===== src/rtl/axi4_master_txn_monitor.sv =====
// Passive AXI4 master-port monitor: outstanding burst tracking, WLAST/RLAST
// placement checks, orphan response detection and saturating counters.
// Optional read-latency measurement is enabled by defining AXI4_MON_LATENCY_EN.

// Small synchronous FIFO with occupancy count; a push while full is accepted
// only when a pop happens in the same cycle.
module axi4_mon_fifo #(
  parameter int unsigned WIDTH = 8,
  parameter int unsigned DEPTH = 8
) (
  input  logic                     clk,
  input  logic                     rst,
  input  logic                     push,
  input  logic                     pop,
  input  logic [WIDTH-1:0]         din,
  output logic [WIDTH-1:0]         dout,
  output logic [$clog2(DEPTH):0]   count
);
  localparam int unsigned PW = $clog2(DEPTH);
  localparam int unsigned CW = PW + 1;
  localparam logic [PW-1:0] P_ONE = 1;
  localparam logic [CW-1:0] C_ONE = 1;

  logic [WIDTH-1:0] r_mem [DEPTH];
  logic [PW-1:0]    r_wp;
  logic [PW-1:0]    r_rp;
  logic [CW-1:0]    r_cnt;
  logic             w_full;
  logic             w_empty;
  logic             w_do_push;
  logic             w_do_pop;

  assign w_full    = (r_cnt == CW'(DEPTH));
  assign w_empty   = (r_cnt == '0);
  assign w_do_pop  = pop & ~w_empty;
  assign w_do_push = push & (~w_full | w_do_pop);
  assign dout      = r_mem[r_rp];
  assign count     = r_cnt;

  // Storage write; contents need no reset since the count gates their use.
  always_ff @(posedge clk) begin
    if (w_do_push) r_mem[r_wp] <= din;
  end

  // Pointer and occupancy update.
  always_ff @(posedge clk) begin
    if (rst) begin
      r_wp  <= '0;
      r_rp  <= '0;
      r_cnt <= '0;
    end else begin
      if (w_do_push) r_wp <= r_wp + P_ONE;
      if (w_do_pop)  r_rp <= r_rp + P_ONE;
      case ({w_do_push, w_do_pop})
        2'b10:   r_cnt <= r_cnt + C_ONE;
        2'b01:   r_cnt <= r_cnt - C_ONE;
        default: r_cnt <= r_cnt;
      endcase
    end
  end
endmodule

module axi4_master_txn_monitor #(
  parameter int unsigned MAX_OUTSTANDING = 8,
  parameter int unsigned CNT_WIDTH       = 32,
  parameter int unsigned LAT_WIDTH       = 16,
  localparam int unsigned OW             = $clog2(MAX_OUTSTANDING) + 1
) (
  input  logic                 aclk,
  input  logic                 areset,
  input  logic                 err_clr,
  input  logic                 awvalid,
  input  logic                 awready,
  input  logic [7:0]           awlen,
  input  logic                 wvalid,
  input  logic                 wready,
  input  logic                 wlast,
  input  logic                 bvalid,
  input  logic                 bready,
  input  logic [1:0]           bresp,
  input  logic                 arvalid,
  input  logic                 arready,
  input  logic [7:0]           arlen,
  input  logic                 rvalid,
  input  logic                 rready,
  input  logic                 rlast,
  input  logic [1:0]           rresp,
  output logic [OW-1:0]        wr_outstanding,
  output logic [OW-1:0]        rd_outstanding,
  output logic [CNT_WIDTH-1:0] wr_done_cnt,
  output logic [CNT_WIDTH-1:0] rd_done_cnt,
  output logic [CNT_WIDTH-1:0] resp_err_cnt,
  output logic [4:0]           err_flags,
  output logic [LAT_WIDTH-1:0] rd_lat_last,
  output logic [LAT_WIDTH-1:0] rd_lat_max
);
`ifdef AXI4_MON_LATENCY_EN
  localparam int unsigned ARW = 8 + LAT_WIDTH;
`else
  localparam int unsigned ARW = 8;
`endif
  localparam logic [OW-1:0] O_ONE = 1;

  function automatic logic [CNT_WIDTH-1:0] f_sat_add(input logic [CNT_WIDTH-1:0] v,
                                                     input logic [1:0] n);
    logic [CNT_WIDTH:0] s;
    s = {1'b0, v} + {{(CNT_WIDTH-1){1'b0}}, n};
    return s[CNT_WIDTH] ? '1 : s[CNT_WIDTH-1:0];
  endfunction

  logic w_aw_hs, w_w_hs, w_b_hs, w_ar_hs, w_r_hs;
  assign w_aw_hs = awvalid & awready;
  assign w_w_hs  = wvalid & wready;
  assign w_b_hs  = bvalid & bready;
  assign w_ar_hs = arvalid & arready;
  assign w_r_hs  = rvalid & rready;

  logic [OW-1:0]        r_wr_out;
  logic [CNT_WIDTH-1:0] r_wr_done, r_rd_done, r_resp_err;
  logic [4:0]           r_err;
  logic [7:0]           r_wbeats;
  logic [7:0]           r_ridx;

  // Write side: AW lengths and observed W burst lengths paired in order.
  logic [7:0]    w_awf_head, w_wf_head;
  logic [OW-1:0] w_awf_cnt, w_wf_cnt;
  logic          w_pair, w_aw_ovf, w_wlen_err;

  assign w_pair     = (w_awf_cnt != '0) & (w_wf_cnt != '0);
  assign w_aw_ovf   = w_aw_hs & (w_awf_cnt == OW'(MAX_OUTSTANDING)) & ~w_pair;
  assign w_wlen_err = w_pair & (w_awf_head != w_wf_head);

  axi4_mon_fifo #(.WIDTH(8), .DEPTH(MAX_OUTSTANDING)) u_aw_fifo (
    .clk(aclk), .rst(areset), .push(w_aw_hs), .pop(w_pair),
    .din(awlen), .dout(w_awf_head), .count(w_awf_cnt)
  );

  axi4_mon_fifo #(.WIDTH(8), .DEPTH(MAX_OUTSTANDING)) u_w_fifo (
    .clk(aclk), .rst(areset), .push(w_w_hs & wlast), .pop(w_pair),
    .din(r_wbeats), .dout(w_wf_head), .count(w_wf_cnt)
  );

  // Read side: AR entries consumed by RLAST, beat index checked against length.
  logic [ARW-1:0] w_ar_din, w_ar_head;
  logic [OW-1:0]  w_ar_cnt;
  logic           w_ar_empty, w_r_ok, w_ar_pop, w_ar_ovf, w_rlast_err, w_r_orphan;

  assign w_ar_empty  = (w_ar_cnt == '0);
  assign w_r_ok      = w_r_hs & ~w_ar_empty;
  assign w_r_orphan  = w_r_hs & w_ar_empty;
  assign w_ar_pop    = w_r_ok & rlast;
  assign w_ar_ovf    = w_ar_hs & (w_ar_cnt == OW'(MAX_OUTSTANDING)) & ~w_ar_pop;
  assign w_rlast_err = w_r_ok & (rlast != (r_ridx == w_ar_head[7:0]));

  axi4_mon_fifo #(.WIDTH(ARW), .DEPTH(MAX_OUTSTANDING)) u_ar_fifo (
    .clk(aclk), .rst(areset), .push(w_ar_hs), .pop(w_ar_pop),
    .din(w_ar_din), .dout(w_ar_head), .count(w_ar_cnt)
  );

  // B accounting uses the registered (pre-cycle) outstanding count.
  logic       w_b_orphan, w_wr_inc, w_wr_dec;
  logic [1:0] w_err_inc;
  logic [4:0] w_new_err;

  assign w_b_orphan = w_b_hs & (r_wr_out == '0);
  assign w_wr_inc   = w_aw_hs & ~w_aw_ovf;
  assign w_wr_dec   = w_b_hs & ~w_b_orphan;
  assign w_err_inc  = {1'b0, w_b_hs & bresp[1]} + {1'b0, w_r_hs & rresp[1]};
  assign w_new_err  = {w_aw_ovf | w_ar_ovf, w_r_orphan, w_b_orphan, w_rlast_err, w_wlen_err};

  // Beat counters for the W and R channels.
  always_ff @(posedge aclk) begin
    if (areset) begin
      r_wbeats <= '0;
      r_ridx   <= '0;
    end else begin
      if (w_w_hs) r_wbeats <= wlast ? '0 : r_wbeats + 8'd1;
      if (w_r_ok) r_ridx   <= rlast ? '0 : r_ridx + 8'd1;
    end
  end

  // Outstanding-write count, saturating completion/error counters, sticky flags.
  always_ff @(posedge aclk) begin
    if (areset) begin
      r_wr_out   <= '0;
      r_wr_done  <= '0;
      r_rd_done  <= '0;
      r_resp_err <= '0;
      r_err      <= '0;
    end else begin
      case ({w_wr_inc, w_wr_dec})
        2'b10:   if (r_wr_out != '1) r_wr_out <= r_wr_out + O_ONE;
        2'b01:   r_wr_out <= r_wr_out - O_ONE;
        default: r_wr_out <= r_wr_out;
      endcase
      r_wr_done  <= f_sat_add(r_wr_done, {1'b0, w_wr_dec});
      r_rd_done  <= f_sat_add(r_rd_done, {1'b0, w_ar_pop});
      r_resp_err <= f_sat_add(r_resp_err, w_err_inc);
      // New errors are OR-ed after the clear so a same-cycle error survives it.
      r_err      <= (err_clr ? 5'b0 : r_err) | w_new_err;
    end
  end

`ifdef AXI4_MON_LATENCY_EN
  localparam logic [LAT_WIDTH-1:0] L_ONE = 1;
  logic [LAT_WIDTH-1:0] r_ts, r_lat_last, r_lat_max, w_lat;

  assign w_ar_din = {r_ts, arlen};
  assign w_lat    = r_ts - w_ar_head[8 +: LAT_WIDTH];

  // Free-running timestamp and latency capture on each RLAST pop.
  always_ff @(posedge aclk) begin
    if (areset) begin
      r_ts       <= '0;
      r_lat_last <= '0;
      r_lat_max  <= '0;
    end else begin
      r_ts <= r_ts + L_ONE;
      if (w_ar_pop) begin
        r_lat_last <= w_lat;
        if (w_lat > r_lat_max) r_lat_max <= w_lat;
      end
    end
  end

  assign rd_lat_last = r_lat_last;
  assign rd_lat_max  = r_lat_max;
`else
  assign w_ar_din    = arlen;
  assign rd_lat_last = '0;
  assign rd_lat_max  = '0;
`endif

  assign wr_outstanding = r_wr_out;
  assign rd_outstanding = w_ar_cnt;
  assign wr_done_cnt    = r_wr_done;
  assign rd_done_cnt    = r_rd_done;
  assign resp_err_cnt   = r_resp_err;
  assign err_flags      = r_err;
endmodule


===== config.mk =====
export PLATFORM = sky130hd
export DESIGN_NAME = axi4_master_txn_monitor
export DESIGN_NICKNAME = d
export VERILOG_FILES = /design/src/rtl/axi4_master_txn_monitor.sv
export SDC_FILE = /design/constraint.sdc
export NUM_CORES = 1
export LEC_CHECK = 0
export ABC_AREA = 1
export CORE_MARGIN = 5
export CORE_UTILIZATION = 64
export CTS_BUF_LIST = sky130_fd_sc_hd__clkbuf_16
export CTS_CLUSTER_DIAMETER = 200
export DETAILED_ROUTE_END_ITERATION = 10
export DONT_BUFFER_PORTS = 1
export PLACE_DENSITY = 0.85
export SLEW_MARGIN = 40
export SYNTH_ARGS = -nofsm -noshare
export SYNTH_HDL_FRONTEND = slang
export SYNTH_SLANG_ARGS = --single-unit

===== constraint.sdc =====
create_clock -name aclk -period 4.16 [get_ports aclk]
set_clock_uncertainty 0.2 [all_clocks]
set_input_delay 0.208 -clock aclk [delete_from_list [all_inputs] [get_ports aclk]]
set_output_delay 0.208 -clock aclk [all_outputs]
set_load 0.02 [all_outputs]

**After elaboration in Yosys (flattened, before gate mapping)**

Memories as Yosys holds them, arrays and structs flattened. A register that Yosys moved wholly into a read port is not among the register bits.
Cells that the tools add are included.

- Register bits after elaboration: 151
- RAM bits: 192
- Bits of input ports: 35
- Logic and storage cells: 131
- Memories: 3

- $add $sub $neg: 20
- Equal/unequal tests: 16
- Mux-type cells: 23
- Bitwise logic cells: 42
- Reductions and logical operators: 11

Memory list:

| name | words | width | read ports | clocked after memory_dff | wr ports | RTL line | text |
|---|---|---|---|---|---|---|---|
| u_ar_fifo.r_mem | 8 | 8 | 1 | 1 | 1 | 24 | `logic [WIDTH-1:0] r_mem [DEPTH];` |
| u_aw_fifo.r_mem | 8 | 8 | 1 | 1 | 1 | 24 |  |
| u_w_fifo.r_mem | 8 | 8 | 1 | 1 | 1 | 24 |  |

Operators with widths:

| operator | count |
|---|---|
| $mux W32 | 3 |
| $add A32 B1 Y33 | 2 |
| $add A32 B2 Y33 | 1 |
| $pmux W4 S2 | 4 |
| $and A1 B1 Y1 | 27 |
| $add A3 B1 Y3 const B | 6 |
| $mux W3 | 6 |
| $add A4 B1 Y4 const B | 4 |
| $add A8 B1 Y8 const B | 2 |
| $logic_not A4 Y1 | 4 |
| $mux W8 | 2 |
| $sub A4 B1 Y4 const B | 4 |
| $eq A4 B4 Y1 const B | 3 |
| $not A1 Y1 | 10 |
| $eq A2 B1 Y1 const B | 4 |
| $eq A2 B2 Y1 const B | 4 |
| $eq A8 B8 Y1 | 1 |
| $ne A8 B8 Y1 | 1 |
| $reduce_bool A2 Y1 | 4 |
| $reduce_bool A4 Y1 | 2 |
| $mux W1 | 6 |
| $mux W5 | 1 |
| $or A5 B5 Y5 | 1 |
| $mux W4 | 1 |
| other kinds (6) | 9 |

**Longest topological paths before layout**

- Depth in word-level cells: 9
- Gate-level depth with buffers: 19
- Mapped depth without buffers: 19

**Modules after synthesis**

From an unflattened synthesis, not the netlist that was laid out.

- Cell total of the unflattened synthesis: 1913
- Area, all modules: 16692.3 µm²

By module, submodules not included:

| module | instances | cells an instance | area each (µm²) | seq. area each (µm²) |
|---|---|---|---|---|
| axi4_master_txn_monitor | 1 | 1076 | 7100.6 | 2422.3 |
| axi4_mon_fifo at u_w_fifo | 1 | 279 | 3223.1 | 2182.1 |
| axi4_mon_fifo at u_aw_fifo | 1 | 280 | 3194.3 | 2182.1 |
| axi4_mon_fifo at u_ar_fifo | 1 | 278 | 3174.3 | 2182.1 |

**Worst setup path after synthesis**

Ideal clock, no wire load.

- Kind: register -> register
- Start: reg r_wr_out[1] (netlist: wr_outstanding[1])
- End: reg r_wr_done[28] (netlist: wr_done_cnt[28])
- Arrival: 2276 ps
- Required time: 3847 ps
- Slack: 1571 ps
- Stages on the path, launching flop included: 20
- Clock period less this slack: 2589 ps
- Cells stage by stage: dfxtp_1 -> inv_1 -> nand4_1 -> nand2_1 -> inv_1 -> ha_1 -> ha_1 -> nand2_1 -> nor2_2 -> nand2_2 -> nor2_4 -> inv_2 -> nor2_4 -> nand3_2 -> nor2_2 -> nand2_1 -> nand2_1 -> nand2_1 -> o21ai_1 -> inv_1

- Longest elaborated chain between the ends: 6

RTL lines:

| element | RTL line | text |
|---|---|---|
| start: declaration | 118 | `logic [OW-1:0] r_wr_out;` |
| start signal: assignment | 192 | `2'b10: if (r_wr_out != '1) r_wr_out <= r_wr_out + O_ONE;` |
| start signal: assignment | 193 | `2'b01: r_wr_out <= r_wr_out - O_ONE;` |
| start signal: assignment | 194 | `default: r_wr_out <= r_wr_out;` |
| $logic_not A4 Y1 | 165 | `assign w_b_orphan = w_b_hs & (r_wr_out == '0);` |
| $and A1 B1 Y1 | 165 |  |
| $not A1 Y1 | 167 | `assign w_wr_dec = w_b_hs & ~w_b_orphan;` |
| $and A1 B1 Y1 | 167 |  |
| $add A32 B1 Y33 | 107 | `s = {1'b0, v} + {{(CNT_WIDTH-1){1'b0}}, n};` |
| $mux W32 | 108 | `return s[CNT_WIDTH] ? '1 : s[CNT_WIDTH-1:0];` |
| end signal: assignment | 196 | `r_wr_done <= f_sat_add(r_wr_done, {1'b0, w_wr_dec});` |
| end: declaration | 119 | `logic [CNT_WIDTH-1:0] r_wr_done, r_rd_done, r_resp_err;` |

No other way between the ends.
A chain may end at the register's enable or synchronous reset.

**Worst setup path in the final report**

- Start: in rresp[1]
- End: reg r_resp_err[4] (netlist: resp_err_cnt[4])

- Longest elaborated chain between the ends: 4

RTL lines:

| element | RTL line | text |
|---|---|---|
| start: declaration | 87 | `input logic [1:0] rresp,` |
| $and A1 B1 Y1 | 168 | `assign w_err_inc = {1'b0, w_b_hs & bresp[1]} + {1'b0, w_r_hs & rresp[1]};` |
| $add A1 B1 Y2 | 168 |  |
| $add A32 B2 Y33 | 107 |  |
| $mux W32 | 108 |  |
| end signal: assignment | 198 | `r_resp_err <= f_sat_add(r_resp_err, w_err_inc);` |
| end: declaration | 119 |  |

No other way between the ends.

==> results.py <==
metrics = {
    "critical_path": {
        "path_max_fanout": 12,
        "critical_path_depth": 13,
        "reg2reg_depth": 9,
        "crit_path_end": "resp_err_cnt[4]$_SDFF_PP0_",
        "arrival_ns": 3.94,
        "r2r_setup_slack_ns": 0.99,
        "critical_path.slowest_cell": "dlygate4sd3_1",
        "cpPeakStageDelay_ns": 0.60,
        "crit_chain": "dlygate4sd3_1, inv_1, nor2_1, dlygate4sd3_1, fa_1, ha_1, nand3_1, nor2_1, nand3_1, inv_1, nand3_1, a21oi_1, dlygate4sd3_1",
        "crit_family": "buffers and inverters",
        "cp-end-kind": "flip-flop",
        "critPathLaunchType": "input pin",
        "required_ns": 4.42,
        "cp_num_buf_inv": 5,
        "crit_start": "rresp[1]",
        "rr_endpoint": "resp_err_cnt[4]$_SDFF_PP0_",
        "r2r_start": "resp_err_cnt[0]$_SDFF_PP0_",
        "critical_path_class": "in2reg",
    },
    "finish": {
        "fin_area_mm2": 0.01830,
        "utilization_pct": 70.81,
        "layout_common_cells": "451 x nand2_1, 257 x inv_1, 222 x nor2_1, 192 x edfxtp_1, 160 x dfxtp_1",
        "syn2layout_area_growth_pct": 9.906,
        "nets": 2042,
        "fill_cells": 1823,
        "layout_commonest_cell": "nand2_1",
        "layout-drive-gt1-share_pct": 7.452,
        "diodes": 0,
    },
    "clock_network": {
        "cts_buffers": 36,
        "tritoncts": "yes",
        "htreeDepth": 2,
        "ctsHoldBuffers": 35,
        "cts-root-buf": "clkbuf_16",
        "cts-resized-gates": 0,
        "insertion_delay_ns": 0.52,
        "cts_sinks": 352,
        "clk_pin_slew_ns": 0.06,
        "postCtsSetupRepairBufs": 0,
        "max-clock-path-buffers": 3,
    },
    "sta": {
        "slew_viol_final": 0,
        "layout_min_cycle_time_ns": 3.674,
        "tightest_slew_ns": 0.8614,
        "hold_ws_ns": 0.1222,
        "setup_tns_ns": 0,
        "slew_headroom_pct": 42.36,
        "timing.final.ws_setup_ns": 0.4859,
        "fmax_ghz": 0.2722,
        "rsz0062_at_grt": "false",
        "period_share_pct": 88.32,
        "hold_viol": 0,
        "setup_viol": 0,
    },
    "global_route": {
        "grt_use_total_pct": 25.18,
        "grt_max_degree": 57,
        "busiest_layer": "met2",
        "grt_use_met1_pct": 30.33,
        "antenna_found_initial": 0,
        "overflow": 0,
        "grt_pass1_vias": 12730,
        "use_met3_pct": 7.079,
        "grt_first_pass_wirelength_um": 60620,
        "use_met2_pct": 43.23,
    },
    "placed_design": {
        "port_buffers": 0,
        "hpwl_um": 24720,
        "dpl-instance-area_mm2": 0.01676,
        "gp_congestion": 0.8750,
        "pre_cts_slack_ns": 1.154,
    },
    "drt": {
        "post_drt_wl_per_cell_um": 15.96,
        "drt-total-wl_um": 37470,
        "drtIter0Drc": 1058,
        "viasPerCell": 5.555,
        "vias": 13040,
        "route.detailed.drc": 0,
        "first_pass_iters": 9,
        "ant_nets": 0,
    },
    "power_and_ir_drop": {
        "pwr_density_cell_mw_per_mm2": 467.5,
        "p_clk_share_pct": 36.3,
        "p_sw_share_pct": 29.39,
        "internal_power_mw": 6.040,
        "peakVddDrop_uv": 341.1,
        "p_comb_share_pct": 17.9,
        "seq_power_share_pct": 45.8,
        "p_sw_mw": 2.514,
        "leakagePower_nw": 7.845,
    },
    "synthesis": {
        "synth_cell_types": 49,
        "yosys_warnings": 0,
        "ys.flop_type": "edfxtp_1",
        "synth.ff_latch_count": 352,
        "synth_seq_area_share_pct": 53.87,
        "netlist_instances": 1960,
        "async_flop_share_pct": 0,
        "syn-cell-area_mm2": 0.01665,
        "synth_edf_count": 192,
        "synth_area_per_cell_um2": 8.493,
    },
    "floorplan": {
        "core_mm2": 0.02584,
        "die_w_um": 171.3,
        "initial_core_util_pct": 64.43,
        "rows": 59,
        "die_height_um": 171.3,
        "die-area_mm2": 0.02934,
        "top_level_ports": 176,
    },
    "flow_run": {
        "drv_cap": 0,
    },
    "status": {
        "outcome": "complete, no violations",
    },
    "worst_hold_path": {
        "holdCritPathClass": "in2reg",
    },
}
[power groups by stage]
stage | Clock (mW) | Sequential, mW | Combinational (mW)
after floorplan | 0 | 3.93 | 1.19
after global placement | 0 | 3.99 | 1.35
after detailed placement | 0 | 3.99 | 1.43
after CTS | 3.13 | 3.92 | 1.51
after global routing | 3.30 | 3.93 | 1.74
final | 3.10 | 3.92 | 1.53
[Yosys cell counts (2+ instances only)]
cell type	count	area, um^2
a31oi_1	6	37.54
nand4_1	21	131.4
nor3_4	2	32.53
a21oi_1	64	320.3
nor2_4	8	90.09
clkinv_1	3	11.26
buf_2	30	150.1
nor4_1	6	37.54
nand3_1	141	705.7
nand4_4	2	42.54
edfxtp_1	192	5766
nand3b_1	2	15.01
nand3_2	4	40.04
dfxtp_1	160	3203
nand2_2	12	75.07
nor2_1	235	882.1
o211ai_1	3	22.52
o21ai_1	46	230.2
xnor2_1	31	271.5
o21ai_0	84	420.4
nor3_2	8	80.08
xor2_1	42	367.9
clkbuf_1	22	82.58
inv_2	16	60.06
nand2_1	451	1693
inv_1	253	949.7
ha_1	19	237.7
nor3_1	26	130.1
buf_4	32	240.2
or2_2	3	18.77
buf_1	2	7.510
a211oi_1	4	30.03
fa_1	3	60.06
nor2_2	12	75.07
[worst reg2reg max path: cells and delay by family (launching register included)]
family / cells / cell delay (ns)
compound gates: 1 / 0.27
flops: 1 / 0.47
buf+inv: 2 / 0.65
simple gates: 4 / 0.98
fa+ha+maj: 2 / 0.54
[stage by stage]
stage                     std cells  power, mW
final                          2348      8.554
after global routing           2348      8.974
after CTS                      2348      8.557
after detailed placement       2247      5.420
after global placement         2247      5.333
after floorplan                1991      5.122
[logic make-up after synthesis]
| group | share of synthesized area [%] |
|---|---|
| AO/OA/AOI/OAI | 6.659 |
| XOR/XNOR | 3.841 |
| adder cells (fa/ha/maj) | 1.789 |
| buffers and inverters | 9.049 |
| flip-flops | 53.87 |
| other | 0.02253 |
| AND/OR/NAND/NOR | 24.77 |
[registers in the layout, indices dropped and copies added, names as in the netlist, named ones only]
name and flops:
r_ridx 8, u_aw_fifo.r_wp 3, resp_err_cnt 32, err_flags 5
u_w_fifo.r_wp 3, u_aw_fifo.r_rp 3, wr_done_cnt 32, rd_done_cnt 32
u_w_fifo.count 4, u_ar_fifo.r_wp 3, u_ar_fifo.r_rp 3, u_ar_fifo.count 4
u_ar_fifo.r_mem 64, u_aw_fifo.r_mem 64, u_w_fifo.r_rp 3, u_w_fifo.r_mem 64
r_wbeats 8, wr_outstanding 4, u_aw_fifo.count 4
[worst min-delay path by stage]
stage / startpoint / endpoint / slack [ns] / depth (start not counted)
2_1_floorplan: arlen[0] / u_ar_fifo.r_mem[0][0]$_DFFE_PP_ / 0.11 / 0
3_3_place_gp: areset / resp_err_cnt[3]$_SDFF_PP0_ / 0.08 / 1
3_5_place_dp: areset / resp_err_cnt[5]$_SDFF_PP0_ / 0.08 / 1
4_1_cts: areset / err_flags[4]$_SDFF_PP0_ / 0.06 / 3
5_1_grt: bready / wr_done_cnt[0]$_SDFF_PP0_ / 0.21 / 7
6_report: bready / resp_err_cnt[0]$_SDFF_PP0_ / 0.12 / 5
[metal layers]
metal	vias to the layer above	wire length [um]	part of all wire, %
li1	6312	-	-
met1	6093	14120	38
met2	532	18580	50
met3	105	3494	9.3
met4	0	1278	3.4
met5	-	0	0
[cell type report]
class / instances / area (um^2) / share of cell area [%]
flip-flops and latches: 352 / 8969 / 49.02
inverters: 273 / 1027 / 5.614
multi-input cells: 1280 / 6321 / 34.55
clock buffers: 38 / 950.9 / 5.197
repair buffers: 42 / 412.9 / 2.257
clock inverters: 28 / 196.4 / 1.074
well taps: 335 / 419.2 / 2.291
Power figures use the tool's default switching activity.
